[src/rtl/div_pkg.sv]
// Shared types and constants for the RV32M divider.
package div_pkg;

  localparam int DIV_ITER    = 32;
  localparam int DIV_LATENCY = 34;

  typedef enum logic [1:0] {
    DIV  = 2'b00,
    DIVU = 2'b01,
    REM  = 2'b10,
    REMU = 2'b11
  } div_op_e;

  typedef enum logic [1:0] {
    IDLE = 2'b00,
    CALC = 2'b01,
    FIX  = 2'b10
  } div_state_e;

endpackage

[src/rtl/div_sub_stage.sv]
// 33-bit trial subtract for one restoring-division step; purely combinational.
// No state, no handshake: the result is valid in the same cycle.
module div_sub_stage (
  input  logic [32:0] a,
  input  logic [32:0] b,
  output logic [32:0] diff,
  output logic        nonneg
);

  assign diff   = a - b;
  assign nonneg = ~diff[32];

endmodule

[src/rtl/div_unit_32.sv]
// RV32M DIV/DIVU/REM/REMU, radix-2 restoring, fixed 34-cycle start-to-valid latency.
// No backpressure: caller stalls on o_busy; i_start while busy is dropped.
module div_unit_32
  import div_pkg::*;
#(
  parameter int XLEN = 32
) (
  input  logic            i_clk,
  input  logic            i_rst,
  input  logic            i_start,
  input  logic [1:0]      i_op,
  input  logic [XLEN-1:0] i_rs1,
  input  logic [XLEN-1:0] i_rs2,
  input  logic            i_flush,
  output logic            o_busy,
  output logic            o_valid,
  output logic [XLEN-1:0] o_result
);

  div_state_e      state, state_nxt;
  div_op_e         op_in;
  logic            sel_rem, neg_q, neg_r, dz;
  logic [XLEN:0]   rem;
  logic [XLEN-1:0] quo, dvs;
  logic [5:0]      cnt;

  logic            in_signed, accept;
  logic [XLEN-1:0] abs1, abs2;
  logic [XLEN:0]   rem_sh, trial;
  logic            trial_ok;
  logic [XLEN-1:0] q_fix, r_fix, res_fix;

  assign op_in     = div_op_e'(i_op);
  assign in_signed = (op_in == DIV) || (op_in == REM);
  assign accept    = (state == IDLE) && i_start && !i_flush;
  assign abs1      = (in_signed && i_rs1[XLEN-1]) ? -i_rs1 : i_rs1;
  assign abs2      = (in_signed && i_rs2[XLEN-1]) ? -i_rs2 : i_rs2;

  // rem never exceeds the divisor, so its top bit drops out of the shift.
  assign rem_sh = (rem << 1) | {{XLEN{1'b0}}, quo[XLEN-1]};

  div_sub_stage u_sub (
    .a      (rem_sh),
    .b      ({1'b0, dvs}),
    .diff   (trial),
    .nonneg (trial_ok)
  );

  // Divide-by-zero: the core already leaves |rs1| in rem, only the quotient needs forcing.
  assign q_fix   = dz ? {XLEN{1'b1}} : (neg_q ? -quo : quo);
  assign r_fix   = neg_r ? -rem[XLEN-1:0] : rem[XLEN-1:0];
  assign res_fix = sel_rem ? r_fix : q_fix;

  always_ff @(posedge i_clk or posedge i_rst) begin
    if (i_rst) state <= IDLE;
    else       state <= state_nxt;
  end

  always_comb begin
    state_nxt = state;
    case (state)
      IDLE:    if (accept) state_nxt = CALC;
      CALC: begin
        if (i_flush)                        state_nxt = IDLE;
        else if (cnt == 6'(DIV_ITER - 1))   state_nxt = FIX;
      end
      FIX:     state_nxt = IDLE;
      default: state_nxt = IDLE;
    endcase
  end

  always_ff @(posedge i_clk or posedge i_rst) begin
    if (i_rst) begin
      sel_rem  <= 1'b0;
      neg_q    <= 1'b0;
      neg_r    <= 1'b0;
      dz       <= 1'b0;
      rem      <= '0;
      quo      <= '0;
      dvs      <= '0;
      cnt      <= '0;
      o_busy   <= 1'b0;
      o_valid  <= 1'b0;
      o_result <= '0;
    end else begin
      o_busy  <= (state_nxt != IDLE);
      o_valid <= (state == FIX) && !i_flush;
      if (accept) begin
        sel_rem <= (op_in == REM) || (op_in == REMU);
        neg_q   <= in_signed && (i_rs1[XLEN-1] ^ i_rs2[XLEN-1]);
        neg_r   <= in_signed && i_rs1[XLEN-1];
        dz      <= (i_rs2 == '0);
        rem     <= '0;
        quo     <= abs1;
        dvs     <= abs2;
        cnt     <= '0;
      end
      if (state == CALC && !i_flush) begin
        rem <= trial_ok ? trial : rem_sh;
        quo <= {quo[XLEN-2:0], trial_ok};
        cnt <= cnt + 6'd1;
      end
      if (state == FIX && !i_flush) o_result <= res_fix;
    end
  end

endmodule

[config.mk]
export PLATFORM = sky130hd
export DESIGN_NAME = div_unit_32
export DESIGN_NICKNAME = d
export VERILOG_FILES = /design/src/rtl/div_pkg.sv /design/src/rtl/div_sub_stage.sv /design/src/rtl/div_unit_32.sv
export SDC_FILE = /design/constraint.sdc
export NUM_CORES = 1
export LEC_CHECK = 0
export CELL_PAD_IN_SITES_DETAIL_PLACEMENT = 1
export CELL_PAD_IN_SITES_GLOBAL_PLACEMENT = 2
export CORE_AREA = 2 2 177 196
export DETAILED_ROUTE_END_ITERATION = 16
export DIE_AREA = 0 0 179 198
export GPL_ROUTABILITY_DRIVEN = 0
export PLACE_DENSITY_LB_ADDON = 0.15
export SLEW_MARGIN = 15
export SYNTH_ARGS = -nofsm -noshare
export SYNTH_HDL_FRONTEND = slang
export SYNTH_HIERARCHICAL = 1
export SYNTH_SLANG_ARGS = --single-unit
[constraint.sdc]
create_clock -name i_clk -period 4.4 [get_ports i_clk]
set_input_delay 0.88 -clock i_clk [delete_from_list [all_inputs] [get_ports i_clk]]
set_output_delay 0.88 -clock i_clk [all_outputs]
set_load 0.005 [all_outputs]
## Word level (Yosys, flattened, before mapping)

Index checks and enable logic that the tools add are counted.

- Register bits: 142
- Output and inout bits: 34
- Logic and storage cells: 58

- Add/subtract/negate cells: 6
- Equal/unequal tests: 5
- Multiplexer cells: 17
- Bitwise operators: 3
- Reductions and logical operators: 15

Operator list:

| cell | number |
|---|---|
| two-way mux 32 bit | 11 |
| negator 32 bit | 4 |
| bitwise OR 33 x 1 -> 33 bit | 1 |
| subtractor 33 x 32 -> 33 bit | 1 |
| zero test 32 bit | 1 |
| two-way mux 6 bit | 2 |
| logical AND 1 bit | 7 |
| adder 6 x 1 -> 6 bit, second input constant | 1 |
| equality test 2 bit, second input constant | 3 |
| equality test 6 x 5 -> 1 bit, second input constant | 1 |
| two-way mux 2 bit | 3 |
| zero test 2 bit | 2 |
| one-hot mux 2 bit (2 select lines) | 1 |
| nonzero test 2 bit | 2 |
| equality test 2 x 1 -> 1 bit, second input constant | 1 |
| logical OR 1 bit | 2 |
| zero test 1 bit | 1 |
| NOT 1 bit | 1 |
| bitwise XOR 1 bit | 1 |

## Longest topological paths before layout

- Depth in word-level cells: 6
- Gate-level depth with buffers: 14

## Cells and area by module

Netlist, hierarchy kept.

By module, submodules not included:

| module | instances | cells an instance | area each (um^2) |
|---|---|---|---|
| div_unit_32 | 1 | 938 | 8474.4 |
| div_sub_stage | 1 | 307 | 2085.8 |

## Least setup slack after synthesis

OpenSTA, ideal clock, no wires.

- Kind: register to register
- From: reg quo[31]
- To: reg rem[0]
- Setup time: 134 ps
- Data arrival time: 3107 ps
- Required time: 4266 ps
- Slack: 1159 ps
- Stages on the path, launching flop included: 15
- Buffers on the path: 2
- Clock period less this slack: 3241 ps
- Cell sequence: dfrtp_1 inv_1 ha_1 fa_1 nor2b_4 o211ai_2 a31oi_4 a211oi_4 o22ai_2 a21oi_2 xor2_1 clkbuf_1 clkbuf_1 mux2i_1 o22ai_1

- Word-level cells in the longest chain between the ends: 4

RTL lines:

| what | line | RTL |
|---|---|---|
| from (decl) | div_unit_32.sv:24 | `logic [XLEN-1:0] quo, dvs;` |
| from (signal assigned) | div_unit_32.sv:94 | `quo <= abs1;` |
| from (signal assigned) | div_unit_32.sv:100 | `quo <= {quo[XLEN-2:0], trial_ok};` |
| bitwise OR 33 x 1 -> 33 bit * | div_unit_32.sv:40 | `assign rem_sh = (rem << 1) \| {{XLEN{1'b0}}, quo[XLEN-1]};` |
| subtractor 33 x 32 -> 33 bit | div_sub_stage.sv:10 | `assign diff = a - b;` |
| two-way mux 32 bit * | div_unit_32.sv:99 | `rem <= trial_ok ? trial : rem_sh;` |
| two-way mux 32 bit * | div_unit_32.sv:98 | `if (state == CALC && !i_flush) begin` |
| to (signal assigned) | div_unit_32.sv:99 |  |
| to (decl) | div_unit_32.sv:23 | `logic [XLEN:0] rem;` |

Every way passes the cells marked *; elsewhere a longest branch is shown, timed or not.
A chain may end at the register's enable or synchronous reset.

## Worst setup path in the final report

- From: reg quo[31]
- To: reg rem[19]

- Word-level cells in the longest chain between the ends: 4

RTL lines:

| what | line |
|---|---|
| bitwise OR 33 x 1 -> 33 bit | div_unit_32.sv:40 |
| subtractor 33 x 32 -> 33 bit | div_sub_stage.sv:10 |
| two-way mux 32 bit | div_unit_32.sv:99 |
| two-way mux 32 bit | div_unit_32.sv:98 |

No other way between the ends.

==> impl_metrics.csv <==
group,metric,value,unit
outcome,status,"complete, no violations",
cells_and_area,fin_nets,1413,
place,port_buffers,103,
timing,fin_crit_sh,76.2,%
cells_and_area,drive_gt1_share,6.45,%
floorplan,start_util,31.3,%
yosys,syn-mean-instance-area,8.48,µm²
yosys,syn-instance-count,1244,
cells_and_area,area_delta_synth_final,18.9,%
cells_and_area,instances_no_fill,1756,
floorplan,rows,71,
place,dp_slack,689,ps
worst_setup_path,crit_path_end_kind,"flip-flop",
clock_network,tritoncts,"yes",
worst_setup_path,critical_path.max_fanout,33,
timing,skew,10.8,ps
timing,finalHoldViolations,0,
route,routedWlPerCell,19.9,µm
timing,fin_tns_setup,0,ps
timing,fin_ws,1050,ps
clock_network,ctsHoldBuffers,0,
floorplan,ioPinCount,104,
clock_network,cts_resized,0,
global_routing,grt_pass1_vias,9912,
clock_network,worstSkewPairLatency,430,ps
global_routing,grt_max_degree,143,
worst_setup_path,cp-start-kind,"flip-flop",
route,wl_met1,16000,µm
timing,maxSlewViolCount,0,
route,vias,9464,
floorplan,die_h,198,µm
floorplan,chipWidth,179,µm
route,drc_errors,0,
global_routing,grt_antenna_before_repair,0,
cells_and_area,mostFrequentLayoutCells,"dfrtp_1 (142), o21ai_0 (129), nand2_1 (118), clkdlybuf4s50_1 (103), a21oi_1 (85)",
place,place_hpwl,26500,µm
clock_network,cts_made_buffers,17,
flow_run,drv.max_cap_violation_count,0,
route,drt_iter0_markers,364,
floorplan,core-area,33700,µm²
route,viasPerCell,5.39,
clock_network,cts_root_buffer,"clkbuf_16",
route,ant_nets,0,
timing,worst_slew_pin_slew,1090,ps
pwr,peakVddDrop,297,µV
cells_and_area,multiInputGateArea,6490,µm²
clock_network,cts_num_sinks,142,
timing,grt_setup_unrepaired,"no",
timing,maxSlewHeadroom,27.4,%
timing,post-route-min-period,3350,ps
pwr,power_density,555,nW/µm²
hold_path,worst_hold_path_type,"flip-flop to flip-flop",
global_routing,grt_pass1_wl,56800,µm
timing,setup_viol,0,
global_routing,grt-ovfl-total,0,
global_routing,grt_use_total,20.6,%
clock_network,cts_buffer_depth,2,
route,dr_wl_met3,542,µm
cells_and_area,antenna-diode-count,0,
route,finalWirelength,35000,µm
worst_setup_path,path_class,"flip-flop to flip-flop",
route,firstDrtPassIters,5,
route,met2_length,18100,µm
clock_network,htree_levels,4,
place,place_area,12000,µm²
clock_network,cts_setup_buffers,0,
floorplan,die-area,35400,µm²
yosys,syn-cell-area,10600,µm²
cells_and_area,nFillCells,3919,
yosys,ys_warn_count,6,
cells_and_area,fin_area,12500,µm²
worst_setup_path,required,4700,ps
place,dp.cells,1724,
timing,fmax,298,MHz
cells_and_area,final_common_cell,"dfrtp_1",
cells_and_area,regArea,3550,µm²
pwr,p_leak,0.00525,µW
yosys,syn_nets,1352,
route,routed.top_layer,"met4",
worst_setup_path,worstPathArrival,3650,ps
clock_network,path_clk_slew,60,ps
flip-flops by register name, indices dropped and copies added, names as in the netlist:
name      count
o_valid       1
quo          32
neg_q         1
o_result     32
neg_r         1
state         2
dvs          32
cnt           6
rem          32
sel_rem       1
o_busy        1
dz            1
critical path: stages, from the launching register on:
cell and delay, ps:
dfrtp_1 480, inv_1 90, ha_1 230, fa_1 440
nor2b_4 150, o211ai_2 140, a31oi_4 340, a211oi_4 140
o22ai_2 260, a21oi_2 140, xor2_4 160, buf_12 260
mux2i_1 250, o21ai_0 100
metal layers:
| metal | track usage [%] | vias up |
|---|---|---|
| li1 | - | 4632 |
| met1 | 27.0 | 4730 |
| met5 | 0 | - |
| met4 | 3.58 | 0 |
| met3 | 2.71 | 15 |
| met2 | 36.5 | 87 |
per-stage QoR:
step	power, µW	hold WS [ps]	util (%)
finish	6970	480	37.3
global route	7540	516	37.3
CTS	7050	477	37.3
detailed placement	5600	467	35.6
global placement	5560	462	35.6
floorplan	4560	443	-
path summary, 6_finish.rpt:
| kind | to | startpoint | cells after the start | slack [ps] |
|---|---|---|---|---|
| worst min-delay path | cnt[5]$_DFFE_PP0P_ | cnt[5]$_DFFE_PP0P_ | 1 | 480 |
| max in group asynchronous | dvs[5]$_DFFE_PP0P_ | i_rst | 3 | 2740 |
| worst min register to register | cnt[5]$_DFFE_PP0P_ | cnt[5]$_DFFE_PP0P_ | 1 | 480 |
| worst max-delay path | rem[19]$_DFFE_PP0P_ | quo[31]$_DFFE_PP0P_ | 13 | 1050 |
| worst max register to register | rem[19]$_DFFE_PP0P_ | quo[31]$_DFFE_PP0P_ | 13 | 1050 |
| min in group asynchronous | rem[25]$_DFFE_PP0P_ | i_rst | 3 | 1000 |
power breakdown:
| part | switching, µW | internal, µW |
|---|---|---|
| clock | 599 | 805 |
| sequential | 457 | 1560 |
| combinational | 2020 | 1530 |
cell type report:
type                            count  area share, %
Clock buffer                       22           3.70
Clock inverter                     10          0.718
Tap cell                          438           4.37
Multi-Input combinational cell    965           51.7
Sequential cell                   142           28.3
Inverter                           60           1.82
Timing Repair Buffer              119           9.37
No activity file was read; power rests on OpenSTA's default activity.
